File: src/rtl/time_set_ctrl.sv
// Front-panel controller: debounces MODE/INC, walks RUN/SET_HOUR/SET_MIN/SET_SEC,
// and drives the field increment pulses with hold-to-repeat and an inactivity timeout.
`timescale 1ns/1ps

module time_set_ctrl #(
  parameter int DEBOUNCE_CYC = 1000000,
  parameter int REPEAT_DLY   = 50000000,
  parameter int REPEAT_PER   = 10000000,
  parameter int TIMEOUT_S    = 10
) (
  input  logic       clk,
  input  logic       rst_n,
  input  logic       btn_mode,
  input  logic       btn_inc,
  input  logic       tick_1hz,
  output logic       enb_cnt,
  output logic [1:0] sel,
  output logic       inc_hour,
  output logic       inc_min,
  output logic       inc_sec,
  output logic       blink
);

  localparam int DB_W   = (DEBOUNCE_CYC > 1) ? $clog2(DEBOUNCE_CYC) : 1;
  localparam int HOLD_W = $clog2(REPEAT_DLY + 1);
  localparam int TO_W   = $clog2(TIMEOUT_S + 1);

  localparam logic [DB_W-1:0]   DB_LAST     = DB_W'(DEBOUNCE_CYC - 1);
  localparam logic [HOLD_W-1:0] HOLD_FIRE   = HOLD_W'(REPEAT_DLY);
  localparam logic [HOLD_W-1:0] HOLD_RELOAD = HOLD_W'(REPEAT_DLY - REPEAT_PER + 1);
  localparam logic [TO_W-1:0]   TO_LAST     = TO_W'(TIMEOUT_S);

  typedef enum logic [1:0] {
    RUN      = 2'd0,
    SET_HOUR = 2'd1,
    SET_MIN  = 2'd2,
    SET_SEC  = 2'd3
  } state_e;

  // Button index 0 is MODE, index 1 is INC.
  logic [1:0]      rawBtn;
  logic [1:0]      sync1_q;
  logic [1:0]      sync2_q;
  logic [1:0]      db_q;
  logic [1:0]      dbPrev_q;
  logic [DB_W-1:0] dbCnt_q [2];

  state_e            state_q;
  state_e            state_d;
  logic              enbCnt_q;
  logic              incHour_q;
  logic              incMin_q;
  logic              incSec_q;
  logic              blink_q;
  logic [HOLD_W-1:0] holdCnt_q;
  logic [TO_W-1:0]   tickCnt_q;

  logic modePress;
  logic incPress;
  logic inSet;
  logic timeoutHit;
  logic stateChange;
  logic incEvent;
  logic repeatFire;
  logic fieldPulse;

  assign rawBtn = {btn_inc, btn_mode};

  always_ff @(posedge clk) begin
    if (!rst_n) begin
      sync1_q  <= '0;
      sync2_q  <= '0;
      db_q     <= '0;
      dbPrev_q <= '0;
      for (int i = 0; i < 2; i++) begin
        dbCnt_q[i] <= '0;
      end
    end else begin
      sync1_q  <= rawBtn;
      sync2_q  <= sync1_q;
      dbPrev_q <= db_q;
      for (int i = 0; i < 2; i++) begin
        if (sync2_q[i] == db_q[i]) begin
          dbCnt_q[i] <= '0;
        end else if (dbCnt_q[i] == DB_LAST) begin
          db_q[i]    <= ~db_q[i];
          dbCnt_q[i] <= '0;
        end else begin
          dbCnt_q[i] <= dbCnt_q[i] + DB_W'(1);
        end
      end
    end
  end

  assign modePress = db_q[0] & ~dbPrev_q[0];
  assign incPress  = db_q[1] & ~dbPrev_q[1];

  assign inSet      = (state_q != RUN);
  assign timeoutHit = inSet && (tickCnt_q == TO_LAST);

  // Timeout takes priority over a coincident MODE press.
  always_comb begin
    state_d = state_q;
    if (timeoutHit) begin
      state_d = RUN;
    end else if (modePress) begin
      state_d = state_e'(state_q + 2'd1);
    end
  end

  assign stateChange = (state_d != state_q);
  assign incEvent    = inSet && !stateChange && incPress;
  assign repeatFire  = inSet && !stateChange && db_q[1] && (holdCnt_q == HOLD_FIRE);
  assign fieldPulse  = incEvent || repeatFire;

  always_ff @(posedge clk) begin
    if (!rst_n) begin
      state_q   <= RUN;
      enbCnt_q  <= 1'b1;
      incHour_q <= 1'b0;
      incMin_q  <= 1'b0;
      incSec_q  <= 1'b0;
      blink_q   <= 1'b0;
      holdCnt_q <= '0;
      tickCnt_q <= '0;
    end else begin
      state_q   <= state_d;
      enbCnt_q  <= (state_d == RUN);
      incHour_q <= fieldPulse && (state_q == SET_HOUR);
      incMin_q  <= fieldPulse && (state_q == SET_MIN);
      incSec_q  <= fieldPulse && (state_q == SET_SEC);

      // Zero means no hold in progress; after each repeat the counter is
      // rewound so the next one lands REPEAT_PER cycles later.
      if (stateChange || !inSet || !db_q[1]) begin
        holdCnt_q <= '0;
      end else if (incEvent) begin
        holdCnt_q <= HOLD_W'(1);
      end else if (repeatFire) begin
        holdCnt_q <= HOLD_RELOAD;
      end else if (holdCnt_q != '0) begin
        holdCnt_q <= holdCnt_q + HOLD_W'(1);
      end

      if (stateChange || !inSet || modePress || incPress || repeatFire) begin
        tickCnt_q <= '0;
      end else if (tick_1hz) begin
        tickCnt_q <= tickCnt_q + TO_W'(1);
      end

      if (stateChange || !inSet) begin
        blink_q <= 1'b0;
      end else if (tick_1hz) begin
        blink_q <= ~blink_q;
      end
    end
  end

  assign sel      = state_q;
  assign enb_cnt  = enbCnt_q;
  assign inc_hour = incHour_q;
  assign inc_min  = incMin_q;
  assign inc_sec  = incSec_q;
  assign blink    = blink_q;

endmodule

File: config.mk
export PLATFORM = sky130hd
export DESIGN_NAME = time_set_ctrl
export DESIGN_NICKNAME = d
export VERILOG_FILES = /design/src/rtl/time_set_ctrl.sv
export SDC_FILE = /design/constraint.sdc
export NUM_CORES = 1
export LEC_CHECK = 0
export ABC_CLOCK_PERIOD_IN_PS = 4700
export CAP_MARGIN = 0
export CORE_UTILIZATION = 35
export CTS_BUF_LIST = sky130_fd_sc_hd__clkbuf_4 sky130_fd_sc_hd__clkbuf_8
export CTS_CLUSTER_DIAMETER = 50
export DETAILED_ROUTE_END_ITERATION = 7
export GPL_TIMING_DRIVEN = 1
export PLACE_DENSITY = 0.56
export SETUP_SLACK_MARGIN = 0.3
export SLEW_MARGIN = 20
export SYNTH_ARGS = -nofsm -noshare
export SYNTH_HDL_FRONTEND = slang
export SYNTH_SLANG_ARGS = --single-unit
File: constraint.sdc
create_clock -name clk -period 4.7 [get_ports clk]
set_input_delay 0.705 -clock clk [delete_from_list [all_inputs] [get_ports clk]]
set_output_delay 0.705 -clock clk [all_outputs]
set_load 0.01 [all_outputs]
Yosys cells after proc, flatten, opt, wreduce, memory -nomap -nowiden
Memory sizes are Yosys's and may differ from the RTL's.
Index checks and enable logic that the tools add are counted.
{ "op_classes": {"add_sub_neg": 5, "eq_ne": 10, "n_mux": 34, "bitwise": 16, "n_reduce_logical": 29} }
{ "op_table": {"columns": ["cell", "count"], "rows": [
  ["two-way mux 20 bit", 6],
  ["two-way mux 26 bit", 2],
  ["adder 20 x 1 -> 20 bit (second input constant)", 2],
  ["equality test 20 bit (second input constant)", 2],
  ["adder 26 x 1 -> 26 bit (second input constant)", 1],
  ["equality test 26 bit (second input constant)", 1],
  ["nonzero test 26 bit", 1],
  ["two-way mux 1 bit", 24],
  ["logical AND 1 bit", 8],
  ["inverter 1 bit", 8],
  ["logical OR 1 bit", 6],
  ["bitwise OR 1 bit", 6],
  ["OR reduction 2 bit", 3],
  ["adder 4 x 1 -> 4 bit (second input constant)", 1],
  ["equality test 2 bit (second input constant)", 2],
  ["equality test 4 bit (second input constant)", 1],
  ["two-way mux 2 bit", 2],
  ["AND reduction 2 bit", 2],
  ["nonzero test 2 bit", 2],
  ["OR reduction 4 bit", 1],
  ["zero test 1 bit", 3],
  ["nonzero test 3 bit", 1],
  ["OR reduction 3 bit", 1],
  ["adder 2 x 1 -> 2 bit (second input constant)", 1],
  ["other kinds (5)", 7]
]} }
{ "totals": {"reg_bits": 45, "ramBits": 40, "in_bits": 5, "out_inout_bits": 7, "word_cells": 110, "memories": 1} }
{ "mem_list": {"columns": ["memory", "depth", "width", "read_ports", "rd_ports_with_merged_regs", "wr", "line", "rtl"], "rows": [
  ["dbCnt_q", 2, 20, 2, 0, 2, "46", "logic [DB_W-1:0] dbCnt_q [2];"]
]} }

Longest topological paths before layout
{ "depth": {"word_depth": 11, "depth_mapped": 8} }

Least setup slack after synthesis
Ideal clock, no wire load.
{ "synth_timing": {"path_kind": "reg2reg", "startpoint": "mem dbCnt_q[1][8] (netlist bit)", "endpoint": "mem dbCnt_q[1][2] (netlist bit) (data pin)", "setup_ps": 257, "t_arrival_ps": 1927, "slack_ps": 2517, "path_stages_with_launch": 6, "n_path_buf": 1, "synth_period_minus_slack_ps": 2183, "cell_sequence": "edfxtp_1 -> or4b_2 -> or4_1 -> o211ai_1 -> buf_2 -> nor2_1"} }
{ "synth_rtl": {"columns": ["element", "line"], "rows": [
  ["start, declared", "46"]
]} }

Worst setup path in the final report
{ "layout_timing": {"startpoint": "in rst_n", "endpoint": "reg tickCnt_q[1]"} }
{ "layout_between": {"elab_chain_cells": 2} }
{ "layout_lines": {"columns": ["element", "line", "rtl"], "rows": [
  ["start, declared", "12", "input logic rst_n,"],
  ["inverter 1 bit (no source line)", null, null],
  ["OR reduction 2 bit (no source line)", null, null],
  ["end signal, assigned", "148", "tickCnt_q <= tickCnt_q + TO_W'(1);"],
  ["end, declared", "56", "logic [TO_W-1:0] tickCnt_q;"]
]} }
No other way between the ends.
A chain may end at the register's enable or synchronous reset.

==> summary.md <==
| Metric | Value |
|---|---|
| Std cell rows | 40 |
| Clk Latency, worst-skew pair | 0.37 ns |
| Sequential share of the synthesized area | 47.8% |
| FFs w/ async S/R, synth | 0% |
| CTS H-Tree Depth | 3 |
| Count of final hold-check violations | 0 |
| Post-Syn Area per Cell | 9.46 sq um |
| FMAX | approximately 0.42 GHz |
| DRC errors left | 0 |
| Layout cells sized above 1 | just under 6% |
| # hold bufs at CTS | 0 |
| Static Leakage | 1.60 nW |
| Outcome | finished clean |
| Crit. Startpoint | rst_n |
| Kind of critical path | input pin to flip-flop |
| Layout area overhead | 13.5% |
| CTS Buf Count | 9 |
| Number of max-slew violations in the final report | 0 |
| DP HPWL | between 6 and 7 mm |
| DRT Pass-1 Iters | 4 |
| First-pass GRT wire length | 15.5 mm |
| Total grt overflow | 0 |
| Tot GR Track Use | 15.0% |
| Die Height | roughly 110 um |
| Clock-pin transition on the worst setup and hold timing paths | 0.08 ns |
| Critical Path Stages | 5 |
| CTS Buffer Depth | 2 |
| Pwr Density | roughly 270 mW/mm^2 |
| Post-synth EDFFs | 40 |
| Die footprint | 0.0130 sq mm |
| RSZ-0062 raised after global routing | no |
| Overall routed net length | about 8.6 mm |
| Post-synthesis cell area | 0.00440 sq mm |
| RePlAce Congestion | 0.789 |
| Post-synthesis cell type count | between 40 and 50 |
| CTS sink count | 85 |
| TritonCTS clock tree | yes |
| Pin count of the biggest net entering global routing | 26 |
| Reg2Reg Depth | 5 |
| Finished Cell Area | between 0.004 and 0.005 sq mm |
| CP required | 5.00 ns |
| Max cap viols | 0 |
| Worst IR drop on VDD | 0.000188 V |
| Worst EP arrival | around 2.7 ns |
| Via count | 3400 |
| R2R setup slack | ~2.3 ns |
| Synth Instances | 465 |
| Hold WS | roughly 0.44 ns |
| Final setup violation count | 0 |
| Clock root buffer | clkbuf_8 |
| CP Capture Point | tickCnt_q[1] |
| Top delay family on crit path | compound AO/OA/AOI/OAI gates |
| Worst-path maximum fanout | 11 |
| First DRT Iteration DRCs | 216 |
| Final #Nets | 525 |
| Max_slew headroom | 34.4% |
| PortBufs | 11 |
| Min Clock Period, post-route | approximately 2.4 ns |
| Io pins | 12 |
| Initial core utilization | 36.3% |
| RR Endpoint | dbCnt_q[1][11] |
| Least-Margin Pin Slew | about 0.96 ns |
| Vias in the first global route | 3294 |
| Max incr delay on CP | 0.82 ns |
| Setup bufs post-CTS | 0 |
| Die width | between 100 and 150 um |
| Worst r2r src | dbCnt_q[1][6] |
| DR WL/cell | 12.5 um |
| Ys flop type | dfxtp_1 |
| Setup Skew | 0.00767 ns |
| Post-DP Area | roughly 0.0048 sq mm |
| Initial antenna violation count | 1 |
| Post_cts resized | 0 |
| Synth Register Bits | 85 |
| Cell Chain, Critical Path | clkdlybuf4s50_1, inv_1, a2111oi_0, o211ai_1, a21oi_1 |
| Crit start category | input pin |
| Slowest-stage cell, CP | a2111oi_0 |
| Ys Warns | 0 |
| ANT nets after route | 0 |
| Post-route setup TNS | 0 ns |
| Crit. End Element | flip-flop |
| CP bufs+invs | 2 |
| Core ar. | approximately 0.012 sq mm |
| Vias per cell | 4.97 |
| Period utilisation layout | between 50% and 60% |
| Hold WC Path Type | flip-flop to flip-flop |
power breakdown:
group	switching [mW]	total [mW]	internal [mW]
registers	0.0171	0.807	0.790
logic	0.0221	0.0382	0.0161
clock network	0.269	0.521	0.252
synth_stat cells (all sizes together) (11+ instances only):
cell type / count / area share (%)
a21oi: 28 / 3.2
inv: 21 / 1.8
clkbuf: 14 / 1.2
nand4: 13 / 2.3
or3: 15 / 2.2
nand3: 27 / 3.1
o21ai: 20 / 2.3
edfxtp: 40 / 27
o31ai: 11 / 1.9
xnor2: 24 / 4.8
dfxtp: 45 / 20
nand2: 31 / 2.6
nor3: 20 / 2.3
xor2: 15 / 3.0
nor2: 40 / 3.4
or4: 19 / 3.4
kinds of logic after synthesis:
logic type | synth area share (%)
AND/OR/NAND/NOR | 26.2
flip-flops | 47.8
AO/OA/AOI/OAI | 11.5
buffers and inverters | 3.84
XOR/XNOR | 7.77
adder cells (fa/ha/maj) | 2.85
other | 0.0853
flip-flops by register name, indices dropped and copies added, names as in the netlist:
name,count
dbPrev_q,2
sel,2
db_q,2
blink,1
dbCnt_q,40
tickCnt_q,4
inc_hour,1
sync1_q,2
inc_sec,1
holdCnt_q,26
inc_min,1
enb_cnt,1
sync2_q,2
layout make-up:
class,instances,area [sq um]
diodes,1,2.50
clock buffers,10,131
clock inverters,6,62.6
fillers,1208,7120
inverters,21,78.8
multi-input cells,379,2270
flip-flops and latches,85,2100
well taps,168,210
repair buffers,14,133
per-stage QoR:
step           utilization [%]  setup WS [ns]  instances  power [mW]
2_1_floorplan                -           2.52        504       0.848
3_3_place_gp              39.6           2.03        667       0.860
3_5_place_dp              39.6           1.95        667       0.862
4_1_cts                   41.2           2.31        683        1.39
5_1_grt                   41.2           2.08        683        1.43
6_report                  41.2           2.30        684        1.37
layout by cell type (no fill, tap or decap), types with 2 or more instances in the layout:
master and n:
dfxtp_1 45, nor2_1 40, edfxtp_1 40, conb_1 40, nand2_1 31, a21oi_1 28
nand3_1 27, xnor2_1 24, inv_1 21, nor3_1 20, o21ai_0 20, or4_1 17
xor2_1 15, or3_1 14, nand4_1 11, o31ai_1 11, clkdlybuf4s50_1 11, nor4_1 10
ha_1 10, a211oi_1 9, clkbuf_8 9, and2_1 7, and3_1 6, o211ai_1 5
or2_2 3, and4_1 3, nor3b_1 3, clkinv_2 3, buf_4 3, or4_4 2
nor2b_1 2, nand2b_1 2, or4b_2 2, o21a_1 2, o2111ai_1 2
metal layers:
layer  routed length [um]  up-vias  GRT usage, %
li1                     -     1759             -
met4                  121        0          5.45
met1                 4130     1593          18.8
met5                    0        -             0
met2                 4030       39          24.2
met3                  298        9          4.50
worst min-delay path by stage:
stage / startpoint / end / slack [ns] / cells after the start
floorplan: sync1_q[0] / sync2_q[0] / 0.41 / 1
global placement: sync1_q[1] / sync2_q[1] / 0.42 / 1
detailed placement: sync1_q[1] / sync2_q[1] / 0.43 / 1
CTS: sync1_q[1] / sync2_q[1] / 0.45 / 1
global route: sync1_q[1] / sync2_q[1] / 0.46 / 1
finish: sync1_q[1] / sync2_q[1] / 0.44 / 1
worst reg2reg max path, delay by kind of cell, from the launching register on:
kind                   cells  cell delay [ns]
buffers and inverters      1             0.27
AOI/OAI and AO/OA          1             0.19
and+or+nand+nor            3             1.20
DFF                        1             0.47
No activity file was read; power rests on OpenSTA's default activity.
